## src/rtl/tdc_delay_scheduler.sv

```systemverilog
// Round-robin sharing of one TDC-to-delay converter across N_CH channels.
// Optional macro TDS_TIMEOUT_EN adds a conv_done watchdog that reports out_err.
module tdc_delay_scheduler #(
  parameter int N_CH    = 4,
  parameter int CH_W    = $clog2(N_CH),
  parameter int TIMEOUT = 64
) (
  input  logic               clk,
  input  logic               resetn,
  input  logic [22*N_CH-1:0] ch_timedata,
  input  logic [N_CH-1:0]    ch_data_flag,
  output logic               conv_start,
  output logic [21:0]        conv_timedata,
  input  logic               conv_done,
  input  logic [14:0]        conv_delaydata,
  output logic               out_valid,
  input  logic               out_ready,
  output logic [14:0]        out_delay,
  output logic [CH_W-1:0]    out_ch,
  output logic               out_err,
  output logic [N_CH-1:0]    overrun,
  output logic [15:0]        drop_cnt
);

  typedef enum logic [1:0] {
    S_IDLE,
    S_ISSUE,
    S_WAIT,
    S_OUT
  } state_t;

  state_t r_state;
  state_t w_next;

  logic [N_CH-1:0] r_pend;
  logic [21:0]     r_ts [N_CH];
  logic [CH_W-1:0] r_rr;
  logic [CH_W-1:0] r_grant;
  logic [21:0]     r_conv_td;
  logic [14:0]     r_dly;
  logic [CH_W-1:0] r_och;
  logic [N_CH-1:0] r_ovr;
  logic [15:0]     r_drop_cnt;

  logic [N_CH-1:0] w_clr;
  logic [N_CH-1:0] w_cap;
  logic [N_CH-1:0] w_drop;
  logic [CH_W-1:0] w_sel;
  logic            w_any;
  logic [16:0]     w_ndrop;
  logic [16:0]     w_dsum;
  logic            w_timeout;

  function automatic logic [CH_W-1:0] wrap(input int v);
    return CH_W'(v % N_CH);
  endfunction

  // Walk downward so the smallest offset from the pointer wins.
  always_comb begin
    w_sel = '0;
    w_any = 1'b0;
    for (int k = N_CH - 1; k >= 0; k--) begin
      if (r_pend[wrap(int'(r_rr) + k)]) begin
        w_any = 1'b1;
        w_sel = wrap(int'(r_rr) + k);
      end
    end
  end

  // A flag landing on the ISSUE cycle refills the slot being freed.
  always_comb begin
    w_ndrop = '0;
    for (int i = 0; i < N_CH; i++) begin
      w_clr[i]  = (r_state == S_ISSUE) &&
                  (r_grant == CH_W'(i));
      w_cap[i]  = ch_data_flag[i] &&
                  (!r_pend[i] || w_clr[i]);
      w_drop[i] = ch_data_flag[i] &&
                  r_pend[i] && !w_clr[i];
      w_ndrop   = w_ndrop + 17'(w_drop[i]);
    end
    w_dsum = {1'b0, r_drop_cnt} + w_ndrop;
  end

  always_comb begin
    w_next = r_state;
    unique case (r_state)
      S_IDLE:  if (w_any) w_next = S_ISSUE;
      S_ISSUE: w_next = S_WAIT;
      S_WAIT:  if (conv_done || w_timeout)
                 w_next = S_OUT;
      S_OUT:   if (out_ready) w_next = S_IDLE;
      default: w_next = S_IDLE;
    endcase
  end

  always_ff @(posedge clk) begin
    if (!resetn) begin
      r_state    <= S_IDLE;
      r_pend     <= '0;
      r_rr       <= '0;
      r_grant    <= '0;
      r_conv_td  <= '0;
      r_dly      <= '0;
      r_och      <= '0;
      r_ovr      <= '0;
      r_drop_cnt <= '0;
      for (int i = 0; i < N_CH; i++)
        r_ts[i] <= '0;
    end else begin
      r_state <= w_next;
      for (int i = 0; i < N_CH; i++) begin
        r_pend[i] <= w_cap[i] |
                     (r_pend[i] & ~w_clr[i]);
        if (w_cap[i])
          r_ts[i] <= ch_timedata[22*i +: 22];
        if (w_drop[i])
          r_ovr[i] <= 1'b1;
      end
      r_drop_cnt <= w_dsum[16] ? 16'hFFFF
                               : w_dsum[15:0];
      unique case (r_state)
        S_IDLE: begin
          if (w_any) begin
            r_grant   <= w_sel;
            r_conv_td <= r_ts[w_sel];
          end
        end
        S_ISSUE: begin
          r_rr <= (r_grant == CH_W'(N_CH - 1))
                  ? '0 : r_grant + 1'b1;
        end
        S_WAIT: begin
          if (conv_done) begin
            r_dly <= conv_delaydata;
            r_och <= r_grant;
          end else if (w_timeout) begin
            r_dly <= '0;
            r_och <= r_grant;
          end
        end
        default: ;
      endcase
    end
  end

`ifdef TDS_TIMEOUT_EN
  localparam int CNT_W = $clog2(TIMEOUT + 1);

  logic [CNT_W-1:0] r_cnt;
  logic             r_err;

  assign w_timeout = (r_state == S_WAIT) &&
                     !conv_done &&
                     (r_cnt == CNT_W'(TIMEOUT - 1));

  always_ff @(posedge clk) begin
    if (!resetn) begin
      r_cnt <= '0;
      r_err <= 1'b0;
    end else begin
      if (r_state == S_ISSUE)
        r_cnt <= '0;
      else if (r_state == S_WAIT)
        r_cnt <= r_cnt + 1'b1;
      if (r_state == S_WAIT) begin
        if (conv_done)
          r_err <= 1'b0;
        else if (w_timeout)
          r_err <= 1'b1;
      end
    end
  end

  assign out_err = r_err;
`else
  logic w_unused_cfg;

  assign w_unused_cfg = (TIMEOUT > 0);
  assign w_timeout    = 1'b0;
  assign out_err      = 1'b0;
`endif

  assign conv_start    = (r_state == S_ISSUE);
  assign out_valid     = (r_state == S_OUT);
  assign conv_timedata = r_conv_td;
  assign out_delay     = r_dly;
  assign out_ch        = r_och;
  assign overrun       = r_ovr;
  assign drop_cnt      = r_drop_cnt;

endmodule

```

## config.mk

```make
export PLATFORM = sky130hd
export DESIGN_NAME = tdc_delay_scheduler
export DESIGN_NICKNAME = d
export VERILOG_FILES = /design/src/rtl/tdc_delay_scheduler.sv
export SDC_FILE = /design/constraint.sdc
export NUM_CORES = 1
export LEC_CHECK = 0
export BUFFER_PORTS_ARGS = -buffer_cell sky130_fd_sc_hd__buf_2
export CAP_MARGIN = 20
export CORE_AREA = 5 5 128 130
export CTS_CLUSTER_SIZE = 30
export DETAILED_ROUTE_END_ITERATION = 8
export DIE_AREA = 0 0 133 135
export HOLD_SLACK_MARGIN = 0.15
export PLACE_DENSITY = 0.69
export RECOVER_POWER = 50
export SYNTH_ARGS = -nofsm -noshare
export SYNTH_HDL_FRONTEND = slang
export SYNTH_SLANG_ARGS = --single-unit
export TNS_END_PERCENT = 10
```

## constraint.sdc

```tcl
create_clock -name clk -period 3.5 [get_ports clk]
set_input_delay 0.525 -clock clk [delete_from_list [all_inputs] [get_ports clk]]
set_output_delay 0.525 -clock clk [all_outputs]
set_load 0.02 [all_outputs]
```

# Word-level counts from Yosys, hierarchy flattened
# Memories as Yosys holds them, arrays and structs flattened. A register that Yosys moved wholly into a read port is not among the register bits.
# Index checks and enable logic that the tools add are counted.
[word_totals]
inputBits = 111
output_inout_bits = 62
elab_cells = 122
reg_bits = 47
mem_count = 1
mem_bits_rw = 88
[mem_list]
columns = ["name", "words", "width", "read_ports", "rd_clocked_by_memory_dff", "wr", "line", "text"]
rows = [
  ["r_ts", 4, 22, 1, 1, 4, "36", "logic [21:0] r_ts [N_CH];"],
]
[op_classes]
addsub = 8
n_bitwise = 16
reduce_logical = 34
magnitude_cmp = 4
eq_ne = 9
muxes = 39
[op_table]
columns = ["cell", "count"]
rows = [
  ["22-bit two-way mux", 4],
  ["1-bit two-way mux", 21],
  ["16-bit by 4-bit adder with 17-bit output", 1],
  ["1-bit logical AND", 16],
  ["16-bit two-way mux", 1],
  ["2-bit two-way mux", 8],
  ["2-bit by 3-bit < comparator with 1-bit output, second input constant", 4],
  ["1-bit logical NOT", 9],
  ["1-bit binary-select mux with 2-bit select", 4],
  ["2-bit equality test, second input constant", 4],
  ["1-bit OR", 8],
  ["2-bit one-hot mux with 4 select lines", 1],
  ["2-bit by 1-bit adder with 2-bit output, second input constant", 2],
  ["2-bit adder, second input constant", 2],
  ["3-bit by 1-bit adder with 4-bit output", 1],
  ["1-bit bitwise AND", 4],
  ["2-bit by 1-bit equality test with 1-bit output, second input constant", 2],
  ["2-bit logical NOT", 2],
  ["1-bit logical OR", 4],
  ["2-bit inequality test, second input constant", 2],
  ["1-bit inverter", 4],
  ["2-bit AND reduction", 2],
  ["2-bit by 1-bit adder with 3-bit output", 1],
  ["3-bit AND reduction", 1],
  ["other kinds (2)", 2],
]

# Depth between registers and ports, before layout
# Gate-level depths: netlist of the first run.
[depth]
word_depth = 9
ltp_mapped = 14
mapped_depth_nobuf = 14

# Worst setup path before layout of the first run
# OpenSTA, ideal clock, no wires.
[synth_path]
path_type = "flip-flop to flip-flop"
from = "register r_state[1]"
to = "register r_drop_cnt[3], in the netlist drop_cnt[3]"
synth_period_minus_slack_ps = 3448
stages_incl_launch_ff = 15
setup_ps = 70
arrival_time_ps = 3378
path_slack_ps = 52
required_ps = 3430
n_path_buf = 1
path_cell_list = "dfxtp_1 -> inv_1 -> ha_1 -> a21boi_0 -> and2_1 -> fa_1 -> inv_1 -> fa_1 -> inv_1 -> fa_1 -> and4_1 -> nand3_2 -> or3_4 -> buf_6 -> a21oi_1"
[synth_via]
elab_chain_cells = 9
elab_cells_between_ends = 18
classes_between = "add/sub (4); eq/ne (1); mux (1); reduce/logical (12)"
[synth_lines]
columns = ["element", "line", "text"]
rows = [
  ["start, declared", "32", "state_t r_state;"],
  ["start signal, assigned", "111", "r_state <= w_next;"],
  ["2-bit by 1-bit equality test with 1-bit output", "--", ""],
  ["net conv_start", "12", "output logic conv_start,"],
  ["1-bit logical AND", "74", "w_clr[i] = (r_state == S_ISSUE) &&"],
  ["1-bit logical NOT", "79", "r_pend[i] && !w_clr[i];"],
  ["1-bit logical AND", "79", ""],
  ["net w_drop[0]", "47", "logic [N_CH-1:0] w_drop;"],
  ["1-bit by 1-bit adder with 2-bit output", "80", "w_ndrop = w_ndrop + 17'(w_drop[i]);"],
  ["2-bit by 1-bit adder with 3-bit output", "80", ""],
  ["3-bit by 1-bit adder with 4-bit output", "80", ""],
  ["16-bit by 4-bit adder with 17-bit output", "82", "w_dsum = {1'b0, r_drop_cnt} + w_ndrop;"],
  ["16-bit two-way mux", "120", "r_drop_cnt <= w_dsum[16] ? 16'hFFFF"],
  ["end signal, assigned", "120", ""],
  ["end, declared", "43", "logic [15:0] r_drop_cnt;"],
]
# The timed path passes the listed nets, and every way through them passes these cells.
# A chain may end at the register's enable or synchronous reset.

# Final worst setup path of the first run
[layout_path]
from = "register r_state[1]"
to = "register r_drop_cnt[0], in the netlist drop_cnt[0]"
[layout_via]
elab_chain_cells = 9
elab_cells_between_ends = 18
classes_between = "add/sub (4); eq/ne (1); mux (1); reduce/logical (12)"
[layout_lines]
columns = ["element", "line"]
rows = [
  ["2-bit by 1-bit equality test with 1-bit output", "74"],
  ["1-bit logical AND", "74"],
  ["1-bit logical NOT", "79"],
  ["1-bit logical AND", "79"],
  ["net w_drop[0]", "47"],
  ["1-bit by 1-bit adder with 2-bit output", "80"],
  ["2-bit by 1-bit adder with 3-bit output", "80"],
  ["3-bit by 1-bit adder with 4-bit output", "80"],
  ["16-bit by 4-bit adder with 17-bit output", "82"],
  ["16-bit two-way mux", "120"],
]
# The timed path passes the listed nets, and every way through them passes these cells.

==> results of run 1 <==
[where the power goes]
| part | switching, mW | internal (mW) |
|---|---|---|
| clock | 0.708 | 1.30 |
| sequential | 0.115 | 2.18 |
| combinational | 0.637 | 0.346 |
[cells in the mapped netlist, types with 4 or more instances]
| library cell | instances | share of area, % |
|---|---|---|
| sky130_fd_sc_hd__and2_1 | 91 | 8.6 |
| sky130_fd_sc_hd__edfxtp_1 | 88 | 40 |
| sky130_fd_sc_hd__nand2_1 | 70 | 3.9 |
| sky130_fd_sc_hd__dfxtp_1 | 69 | 21 |
| sky130_fd_sc_hd__mux2i_1 | 48 | 7.2 |
| sky130_fd_sc_hd__a21oi_1 | 38 | 2.9 |
| sky130_fd_sc_hd__nor2_1 | 28 | 1.6 |
| sky130_fd_sc_hd__o221ai_1 | 22 | 2.9 |
| sky130_fd_sc_hd__inv_1 | 14 | 0.79 |
| sky130_fd_sc_hd__clkbuf_1 | 13 | 0.73 |
| sky130_fd_sc_hd__ha_1 | 10 | 1.9 |
| sky130_fd_sc_hd__buf_6 | 6 | 1.0 |
| sky130_fd_sc_hd__buf_2 | 5 | 0.38 |
| sky130_fd_sc_hd__nand2b_1 | 5 | 0.47 |
| sky130_fd_sc_hd__xnor2_1 | 5 | 0.66 |
| sky130_fd_sc_hd__nand3_1 | 4 | 0.30 |
| sky130_fd_sc_hd__nor3_1 | 4 | 0.30 |
| sky130_fd_sc_hd__xor2_1 | 4 | 0.53 |
[tightest hold or removal path: stages]
cell and delay, ns:
sky130_fd_sc_hd__buf_2 0.09, sky130_fd_sc_hd__nand2_1 0.05, sky130_fd_sc_hd__a21oi_1 0.05
[worst paths after layout]
kind / startpoint / endpoint / cells past startpoint
worst min register to register: out_delay[4]$_SDFFE_PN0P_ / out_delay[4]$_SDFFE_PN0P_ / 2
worst max-delay path: r_state[1]$_SDFFE_PN0P_ / drop_cnt[0]$_SDFF_PN0_ / 13
worst min-delay path: conv_delaydata[4] / out_delay[4]$_SDFFE_PN0P_ / 3
worst max register to register: r_state[1]$_SDFFE_PN0P_ / drop_cnt[0]$_SDFF_PN0_ / 13
[cells in the final DEF (no fill, tap or decap), drive strengths merged, types with 4 or more instances in the layout]
master	count
xnor2	5
edfxtp	88
xor2	4
clkbuf	91
o221ai	22
inv	16
nand2b	5
and2	91
nand2	70
nor3	4
nor2	28
dfxtp	69
nand3	5
buf	114
a21oi	38
ha	10
mux2i	48
[through the flow]
step	cells	instance area, um2	total power, mW
2_1_floorplan	566	6656	3.018
4_1_cts	935	8290	5.380
5_1_grt	937	8204	5.530
3_5_place_dp	903	7621	3.366
3_3_place_gp	903	7621	3.324
6_report	937	8204	5.289
[registers in the layout, indices dropped and copies added, names as in the netlist]
name,cells
r_ts,88
conv_timedata,22
drop_cnt,16
out_delay,15
overrun,4
r_pend,4
out_ch,2
r_grant,2
r_rr,2
r_state,2
[kinds of logic (layout without fill, tap and decap cells)]
family                     Yosys count  after routing
muxes                               48             48
buffers and inverters               44            225
xor gates and xnor gates             9              9
AOI/OAI and AO/OA                   76             76
and+or+nand+nor                    218            218
other                                1              3
DFF                                157            157
adders and majority gates           13             13
[layout make-up]
cell class	count	area [um2]	share of cell area (%)
diodes	2	5.005	0.06100
clock buffers	26	584.3	7.122
clock inverters	6	85.08	1.037
inverters	14	52.55	0.6405
multi-input cells	365	2394	29.17
flip-flops and latches	157	4024	49.05
well taps	188	235.2	2.867
repair buffers	179	824.5	10.05
[routing by layer]
layer	share of wire, %	vias to the layer above
met5	0.12	-
met4	1.4	4
met3	8.7	22
met2	50	163
met1	39	2301
li1	-	2322
==> metrics.yaml, run 1 <==
clocking:
  ctsRootBufferMaster: "sky130_fd_sc_hd__clkbuf_16"
  cts_htree_levels: 4
  tritoncts: "built"
  clkTransAtPathRegs_ns: 0.06
  cts_made_buffers: 17
  postCtsResizedCells: 0
  clock_sink_count: 157
  clock_path_buffers: 2
  worst_skew_pair.late_latency_ns: 0.41
  post-cts-setup-buffers: 0
  postCtsHoldBufs: 0
die:
  row_count: 45
  die_width_um: 133
  start_util_pct: 44.28
  chipHeight_um: 135
  io-pin-count: 173
  floorplan.core_area_mm2: 0.01503
  floorplan.die_area_mm2: 0.01796
power_and_ir_drop:
  power.ir.vdd_worst_v: 0.0003503
  power.density_mw_per_mm2: 644.7
  power.leakage_nw: 3.256
sta:
  setup-tns-final_ns: 0
  final_critical_path_setup_slack_ns: 0.2298
  whs_ns: 0.3498
  setup-violations-final: 0
  timing.clock.skew_ns: 0.006880
  maxSlewHeadroom_pct: 32.23
  maxClockFrequency_mhz: 305.8
  final-max-slew-violation-count: 0
  hold_viol: 0
  rsz_0062_raised_after_global_routing: "false"
  post-route-min-period_ns: 3.270
  worst-slew-pin-transition_ns: 1.014
  min_period_over_period_pct: 93.43
grt:
  first_pass_grt_wire_length_um: 24890
  gr-usage-met3_pct: 6.073
  grt_pass1_vias: 4966
  overall_fraction_of_global_route_tracks_in_use_pct: 17.95
  top_usage_layer: "met2"
  groute.layer.met1.usage_pct: 20.40
  gr_layer_usage_met2_pct: 31.32
  grt_start_max_net_pins: 47
  antenna_found_initial: 4
  globalRouteOverflowTotal: 0
cells_and_area:
  finalNetCount: 858
  share_of_final_layout_standard_cells_stronger_than_drive_strength_1_pct: 20.75
  layout-area-overhead-vs-synth_pct: 23.25
  fillerInstances: 1353
  fin_util_pct: 54.57
placement:
  place_congestion: 0.8591
  place_worst_setup_slack_ns: 0.09496
  dp_hpwl_um: 11720
  buffers_added_on_ports: 171
setup_path:
  worst_setup_path_start_kind: "flop"
  slowest_delay_ns: 0.52
  crit_buf_inv: 3
  worst_ep_arrival_time_ns: 3.61
  timing.critical_path.cells: "inv_2, ha_2, a21boi_0, and2_0, fa_1, inv_1, fa_1, inv_1, fa_2, and4_4, nand3_2, or3_4, a21oi_1"
  crit_type: "reg2reg"
  crit_required_ns: 3.84
  path_delay_family: "adder cells"
  cp_slowest_cell: "sky130_fd_sc_hd__fa_1"
  worstSetupEndpointType: "flop"
  maximum_fanout_encountered_on_the_critical_timing_path: 13
  reg2reg_slack_ns: 0.23
route:
  viasPerCell: 5.136
  wl_per_cell_um: 17.15
  drc_errors: 0
  first_iter_violations: 231
  final_antenna_net_count: 0
  postRouteWirelength_um: 16070
  drtPass1Iterations: 4
  vias: 4812
logic_synthesis:
  yosysUniqueCellTypes: 43
  summed_instance_area_of_the_synthesized_netlist_mm2: 0.006656
  synth.ff_latch_count: 157
  ys_seq_area_share_pct: 60.45
  number_of_enable_flip_flop_cells_after_synthesis: 88
  synthesis.yosys.warnings: 0
  syn_inst: 566
  synth_fa_ha_area_share_pct: 2.782
  compound_gate_fraction_of_synth_area_pct: 7.763
  synth_xor_xnor_area_share_pct: 1.184
  synth_top_family_by_area: "simple AND/OR/NAND/NOR gates"
  asyncSetResetFlopFracSynth_pct: 0
  synth-simple-area-share_pct: 16.94
  synth_nets: 690
  synth_ff_type: "sky130_fd_sc_hd__edfxtp_1"
  mean_instance_size_in_the_synthesized_netlist_um2: 11.76
  synth_mux_area_share_pct: 7.218
status:
  result_of_the_run: "finished clean"
worst_hold_path:
  hold_path_class: "in2reg"
flow_run:
  timing.max_cap.violations: 0
(Power assumes the default switching activity.)
==> inputs of run 2 (changes only) <==
--- a/config.mk
+++ b/config.mk
@@ -7,10 +7,10 @@
 export LEC_CHECK = 0
 export BUFFER_PORTS_ARGS = -buffer_cell sky130_fd_sc_hd__buf_2
 export CAP_MARGIN = 20
-export CORE_AREA = 5 5 128 130
+export CORE_AREA = 5 5 109 152
 export CTS_CLUSTER_SIZE = 30
 export DETAILED_ROUTE_END_ITERATION = 8
-export DIE_AREA = 0 0 133 135
+export DIE_AREA = 0 0 114 157
 export HOLD_SLACK_MARGIN = 0.15
 export PLACE_DENSITY = 0.69
 export RECOVER_POWER = 50
==> run 2 against run 1 <==
Setup slack got worse by 0.021 ns. Final area rose by 0.32%. Maximum frequency fell by 0.65%. Critical endpoint is now drop_cnt[14]$_SDFF_PN0_. Largest cell class unchanged. Highest routed layer unchanged.
==> metrics.yaml, run 2 (same netlist as run 1, synthesis figures left out) <==
status:
  result_of_the_run: "finished clean"
power_and_ir_drop:
  totalPowerFinal_mw: 5.048  # -4.6%
  power.ir.vdd_worst_v: 0.0003382  # -3.4%
  comb_power_share_pct: 20.7  # +2.1 points
  internal_power_mw: 3.508  # -8.4%
  power_frac_clock_pct: 33.9  # -4.1 points
  netSwitchingFraction_pct: 30.50  # +2.9 points
  power.leakage_nw: 3.509  # +7.8%
  power.density_mw_per_mm2: 613.3  # -4.9%
  seq_power_share_pct: 45.5  # +2.1 points
  switchingPower_mw: 1.539  # +5.4%
cells_and_area:
  fillerInstances: 1343  # -0.74%
  mostFrequentLayoutCell: "sky130_fd_sc_hd__buf_2"
  share_of_final_layout_standard_cells_stronger_than_drive_strength_1_pct: 29.55  # +8.8 points
  layout.cells.most_common_list: "sky130_fd_sc_hd__buf_2, sky130_fd_sc_hd__and2_1, sky130_fd_sc_hd__edfxtp_1"
  largest_register: "r_ts"
  finalNetCount: 859  # +0.12%
  final_design_area_no_fill_mm2: 0.008230  # +0.32%
  largest_reg_flops: 88  # unchanged
  layout-area-overhead-vs-synth_pct: 23.65
route:
  drtPass1Iterations: 4  # unchanged
  drc_errors: 0  # unchanged
  vias: 4770  # -0.87%
  first_iter_violations: 232  # +0.43%
  final_antenna_net_count: 0  # unchanged
  viasPerCell: 5.064  # -1.4%
  postRouteWirelength_um: 16190  # +0.72%
  wl_per_cell_um: 17.18  # +0.18%
placement:
  dp_hpwl_um: 11830  # +0.89%
  dpl-instance-area_mm2: 0.007639  # +0.23%
  buffers_added_on_ports: 171  # unchanged
  place_worst_setup_slack_ns: 0.0001135  # -0.09485 ns
  place_congestion: 0.8944  # +4.1%
grt:
  grt_start_max_net_pins: 49  # +4.3%
  antenna_found_initial: 1  # -3
  grt_pass1_vias: 4865  # -2.0%
  first_pass_grt_wire_length_um: 24730  # -0.64%
  overall_fraction_of_global_route_tracks_in_use_pct: 17.85  # -0.10 points
  globalRouteOverflowTotal: 0  # unchanged
setup_path:
  timing.rr.end: "drop_cnt[14]$_SDFF_PN0_"
  crit_required_ns: 3.77  # -0.07 ns
  reg2reg_slack_ns: 0.21  # -0.02 ns
  worstReg2RegStart: "r_state[1]$_SDFFE_PN0P_"
  worstSetupEndpointType: "flop"
  crit_type: "reg2reg"
  length_in_cells_of_the_worst_reg_to_reg_path: 14  # +1
  worst_setup_path_start_kind: "flop"
  maximum_fanout_encountered_on_the_critical_timing_path: 6  # -7
  worst_ep_arrival_time_ns: 3.57  # -0.04 ns
sta:
  timing.clock.skew_ns: 0.005695  # -0.001185 ns
  final_critical_path_setup_slack_ns: 0.2085  # -0.02129 ns
  worst-slew-pin-transition_ns: 1.022  # +0.007859 ns
  post-route-min-period_ns: 3.292  # +0.02129 ns
  min_period_over_period_pct: 94.04  # +0.61 points
  maxSlewHeadroom_pct: 31.71  # -0.53 points
  setup-violations-final: 0  # unchanged
  final-max-slew-violation-count: 0  # unchanged
  hold_viol: 0  # unchanged
  maxClockFrequency_mhz: 303.8  # -0.65%
die:
  start_util_pct: 44.61  # +0.33 points
  row_count: 53  # +18%
  floorplan.core_area_mm2: 0.01492  # -0.75%
  die_width_um: 114  # -14%
  chipHeight_um: 157  # +16%
  io-pin-count: 173  # unchanged
  floorplan.die_area_mm2: 0.01790  # -0.32%
clocking:
  clock_path_buffers: 2  # unchanged
  post-cts-setup-buffers: 0  # unchanged
  cts_made_buffers: 17  # unchanged
  tritoncts: "built"
  worst_skew_pair.late_latency_ns: 0.41  # about the same
  ctsRootBufferMaster: "sky130_fd_sc_hd__clkbuf_16"
  clock_sink_count: 157  # unchanged
  cts_htree_levels: 4  # unchanged
  clkTransAtPathRegs_ns: 0.06  # about the same
  postCtsHoldBufs: 0  # unchanged
worst_hold_path:
  hp-start: "conv_delaydata[10]"
  hold_end: "out_delay[10]$_SDFFE_PN0P_"
  hold_path_class: "in2reg"
  worstHoldPathCells: 3  # unchanged
flow_run:
  timing.max_cap.violations: 0  # unchanged
## run 2: area by class of cell
type                            count  area, um2  area share, %
Multi-Input combinational cell    366       2422          29.43
Antenna cell                        2      5.005        0.06081
Clock inverter                     15      132.6          1.611
Timing Repair Buffer              179      928.4          11.28
Clock buffer                       17      425.4          5.169
Inverter                           14      52.55         0.6385
Tap cell                          192      240.2          2.919
Sequential cell                   157       4024          48.89
## run 2: worst max-delay path, cell delays in order, from the launching register on
cell and delay, ns:
sky130_fd_sc_hd__dfxtp_1 0.34, sky130_fd_sc_hd__inv_1 0.16, sky130_fd_sc_hd__ha_4 0.18, sky130_fd_sc_hd__a21boi_0 0.13
sky130_fd_sc_hd__and2_1 0.22, sky130_fd_sc_hd__fa_1 0.50, sky130_fd_sc_hd__inv_1 0.05, sky130_fd_sc_hd__fa_1 0.38
sky130_fd_sc_hd__inv_1 0.08, sky130_fd_sc_hd__fa_2 0.23, sky130_fd_sc_hd__and4_4 0.25, sky130_fd_sc_hd__nand3_2 0.14
sky130_fd_sc_hd__nor2_1 0.24, sky130_fd_sc_hd__and4_1 0.22, sky130_fd_sc_hd__nor3_1 0.05
## run 2: per-layer routing
layer	part of all wire, %	routed length [um]	global-route usage (%)
met2	52	8341	31.21
met1	39	6243	20.63
met3	7.1	1144	5.000
met4	2.8	451	6.961
met5	0.043	7	0
## run 2: what timing repair did
item                                    CTS  global route
gates resized for setup                   1             5
pin swaps                                 0             1
gates cloned                              0             1
endpoints found under the setup margin    7            15
endpoints found under the hold margin     0             0
## run 2: worst max path at each step
stage / from / cells after the start / endpoint / slack (ns)
CTS: r_state[1]$_SDFFE_PN0P_ / 13 / drop_cnt[3]$_SDFF_PN0_ / 0.004
global placement: r_state[1]$_SDFFE_PN0P_ / 13 / drop_cnt[1]$_SDFF_PN0_ / 0.17
finish: r_state[1]$_SDFFE_PN0P_ / 14 / drop_cnt[14]$_SDFF_PN0_ / 0.21
global route: r_state[1]$_SDFFE_PN0P_ / 13 / drop_cnt[3]$_SDFF_PN0_ / -0.007
detailed placement: r_state[1]$_SDFFE_PN0P_ / 13 / drop_cnt[1]$_SDFF_PN0_ / 0.0001
floorplan: r_state[1]$_SDFFE_PN0P_ / 14 / drop_cnt[3]$_SDFF_PN0_ / 0.05
## run 2: power by group through the flow
stage	sequential (mW)	combinational [mW]	clock, mW
after CTS	2.29	1.05	1.74
after global routing	2.32	1.14	1.83
after floorplan	2.42	0.597	0
after detailed placement	2.33	1.05	0
final	2.30	1.04	1.71
after global placement	2.32	1.02	0
## run 2: per-stage QoR
step	setup TNS, ns	instances	utilization [%]	hold slack (ns)
2_1_floorplan	0	566	-	0.4761
3_3_place_gp	0	907	51.20	0.4363
3_5_place_dp	0	907	51.20	0.4427
4_1_cts	0	939	54.94	0.3353
5_1_grt	-0.006540	940	55.13	0.3344
6_report	0	942	55.16	0.3494
==> inputs of run 3 (changes only) <==
==> constraint.sdc (replaced) <==
create_clock -name clk -period 3.75 [get_ports clk]
set_input_delay 0.5625 -clock clk [delete_from_list [all_inputs] [get_ports clk]]
set_output_delay 0.5625 -clock clk [all_outputs]
set_load 0.02 [all_outputs]
==> run 3 against run 2 <==
The run now ends with capacitance limit, slew limit left. Combinational power down 10%. Sequential power down 7%. Power down 6.7%. Clock power down 5%. Die area unchanged. Clock skew up 0.0043 ns. Via count down 0.15%. Critical path type unchanged. Largest power group unchanged.
==> metrics.yaml, run 3 (same netlist as run 1, synthesis figures left out) <==
status:
  result_of_the_run: "finished with violations"
  failing_checks: "capacitance limit, slew limit"
cells_and_area:
  ff_latch_area_mm2: 0.004024  # unchanged
  area_of_combinational_cells_with_multiple_inputs_mm2: 0.002395  # -1.1%
  fillerInstances: 1338  # -0.37%
  mostFrequentLayoutCell: "sky130_fd_sc_hd__buf_2"
  final_design_area_no_fill_mm2: 0.008105  # -1.5%
  largest_register: "r_ts"
  finalNetCount: 857  # -0.23%
  layout.cells.most_common_list: "sky130_fd_sc_hd__buf_2, sky130_fd_sc_hd__edfxtp_1, sky130_fd_sc_hd__nand2_1"
  insertedDiodeCount: 0  # -2
  largest_reg_flops: 88  # unchanged
  layout-area-overhead-vs-synth_pct: 21.77
  share_of_final_layout_standard_cells_stronger_than_drive_strength_1_pct: 20.27  # -9.3 points
  fin_util_pct: 54.32  # -0.84 points
  final_cell_count_no_fill: 937  # -0.53%
route:
  postRouteWirelength_um: 16370  # +1.1%
  drc_errors: 0  # unchanged
  first_iter_violations: 274  # +18%
  wl_per_cell_um: 17.47  # +1.7%
  viasPerCell: 5.083  # +0.39%
  drtPass1Iterations: 4  # unchanged
  vias: 4763  # -0.15%
  final_antenna_net_count: 0  # unchanged
setup_path:
  startpoint: "r_state[1]$_SDFFE_PN0P_"
  slowest_delay_ns: 0.51  # about the same
  length_in_cells_of_the_worst_reg_to_reg_path: 13  # -1
  crit_type: "reg2reg"
  timing.rr.end: "drop_cnt[2]$_SDFF_PN0_"
  maximum_fanout_encountered_on_the_critical_timing_path: 13  # +7
  worst_setup_path_start_kind: "flop"
  worst_ep_arrival_time_ns: 3.86  # +0.29 ns
  reg2reg_slack_ns: 0.23  # +0.02 ns
  worstReg2RegStart: "r_state[1]$_SDFFE_PN0P_"
  worstSetupEndpointType: "flop"
  crit_required_ns: 4.09  # +0.32 ns
  cp_slowest_cell: "sky130_fd_sc_hd__fa_1"
  timing.critical_path.cells: "inv_1, ha_2, a21boi_0, and2_1, fa_1, inv_1, fa_1, inv_1, fa_1, and4_1, nand3_2, or3_4, a21oi_1"
placement:
  place_congestion: 0.9138  # +2.2%
  place_worst_setup_slack_ns: 0.1868  # +0.1867 ns
  dpl-instance-area_mm2: 0.007631  # about the same
  buffers_added_on_ports: 171  # unchanged
  place.detailed.instances: 906  # -0.11%
  dp_hpwl_um: 11840  # about the same
sta:
  final-max-slew-violation-count: 24  # +24
  setup-violations-final: 0  # unchanged
  maxClockFrequency_mhz: 284.0  # -6.5%
  setup-tns-final_ns: 0  # unchanged
  final_critical_path_setup_slack_ns: 0.2294  # +0.02091 ns
  post-route-min-period_ns: 3.521  # +0.2291 ns
  hold_viol: 0  # unchanged
  rsz_0062_raised_after_global_routing: "false"
  worst-slew-pin-transition_ns: 1.555  # +0.5335 ns
  min_period_over_period_pct: 93.88  # -0.16 points
  timing.clock.skew_ns: 0.009966  # +0.004270 ns
  maxSlewHeadroom_pct: -3.693  # -35 points
  whs_ns: 0.3848  # +0.03541 ns
clocking:
  clkTransAtPathRegs_ns: 0.06  # about the same
  worst_skew_pair.late_latency_ns: 0.41  # about the same
  cts_made_buffers: 17  # unchanged
  post-cts-setup-buffers: 0  # unchanged
  ctsRootBufferMaster: "sky130_fd_sc_hd__clkbuf_16"
  clock_path_buffers: 2  # unchanged
  postCtsHoldBufs: 0  # unchanged
  clock_sink_count: 157  # unchanged
  tritoncts: "built"
  cts_htree_levels: 4  # unchanged
die:
  floorplan.core_area_mm2: 0.01492  # unchanged
  io-pin-count: 173  # unchanged
  row_count: 53  # unchanged
  chipHeight_um: 157  # unchanged
  die_width_um: 114  # unchanged
  start_util_pct: 44.61  # unchanged
  floorplan.die_area_mm2: 0.01790  # unchanged
power_and_ir_drop:
  power.leakage_nw: 3.199  # -8.8%
  power.ir.vdd_worst_v: 0.0003070  # -9.2%
  comb_power_share_pct: 19.9  # -0.8 points
  internal_power_mw: 3.291  # -6.2%
  power.density_mw_per_mm2: 580.7  # -5.3%
  power_frac_clock_pct: 34.6  # +0.7 points
  netSwitchingFraction_pct: 30.08  # -0.42 points
  switchingPower_mw: 1.416  # -8.0%
  totalPowerFinal_mw: 4.707  # -6.7%
  seq_power_share_pct: 45.5  # about the same
worst_hold_path:
  worstHoldPathCells: 3  # unchanged
  hp-start: "conv_delaydata[11]"
  hold_path_class: "in2reg"
  hold_end: "out_delay[11]$_SDFFE_PN0P_"
grt:
  overall_fraction_of_global_route_tracks_in_use_pct: 18.42  # +0.57 points
  first_pass_grt_wire_length_um: 25040  # +1.3%
  grt_start_max_net_pins: 41  # -16%
  grt_pass1_vias: 4873  # +0.16%
  globalRouteOverflowTotal: 0  # unchanged
  antenna_found_initial: 2  # +1
flow_run:
  timing.max_cap.violations: 1  # +1
run 3: worst max path at each step:
| stage | to | slack (ns) | cells after the start |
|---|---|---|---|
| final | drop_cnt[2]$_SDFF_PN0_ | 0.23 | 13 |
| after CTS | drop_cnt[2]$_SDFF_PN0_ | 0.14 | 13 |
| after floorplan | drop_cnt[3]$_SDFF_PN0_ | 0.30 | 14 |
| after detailed placement | drop_cnt[1]$_SDFF_PN0_ | 0.19 | 13 |
| after global routing | drop_cnt[0]$_SDFF_PN0_ | 0.009 | 13 |
| after global placement | drop_cnt[0]$_SDFF_PN0_ | 0.29 | 13 |
run 3: area by class of cell:
type | instances | area share [%]
flip-flops and latches | 157 | 49.64
well taps | 192 | 2.964
multi-input cells | 365 | 29.55
inverters | 14 | 0.6483
repair buffers | 178 | 10.27
clock buffers | 17 | 5.249
clock inverters | 14 | 1.683
run 3: metal layers:
layer  GRT usage [%]  part of all wire [%]
met1           20.25                    38
met2           32.83                    52
met3           6.077                   7.4
met4           6.961                   2.6
met5               0                  0.13
run 3: repair_timing:
action                     CTS  global route
setup endpoints to repair    0            13
hold endpoints to repair     0             0
gates resized for setup      0             1
run 3: power by group through the flow:
stage                     Sequential, mW  Clock (mW)  Combinational (mW)
after floorplan                     2.26           0               0.557
after global placement              2.16           0               0.948
after detailed placement            2.17           0               0.972
after CTS                           2.14        1.66               0.976
after global routing                2.17        1.75                1.03
final                               2.14        1.63               0.935
run 3: critical path, delay by kind of cell (launching register included):
family	cells	cell delay (ns)
DFF	1	0.33
buffers and inverters	3	0.26
adders and majority gates	4	1.39
and+or+nand+nor	4	1.15
AOI/OAI and AO/OA	2	0.32
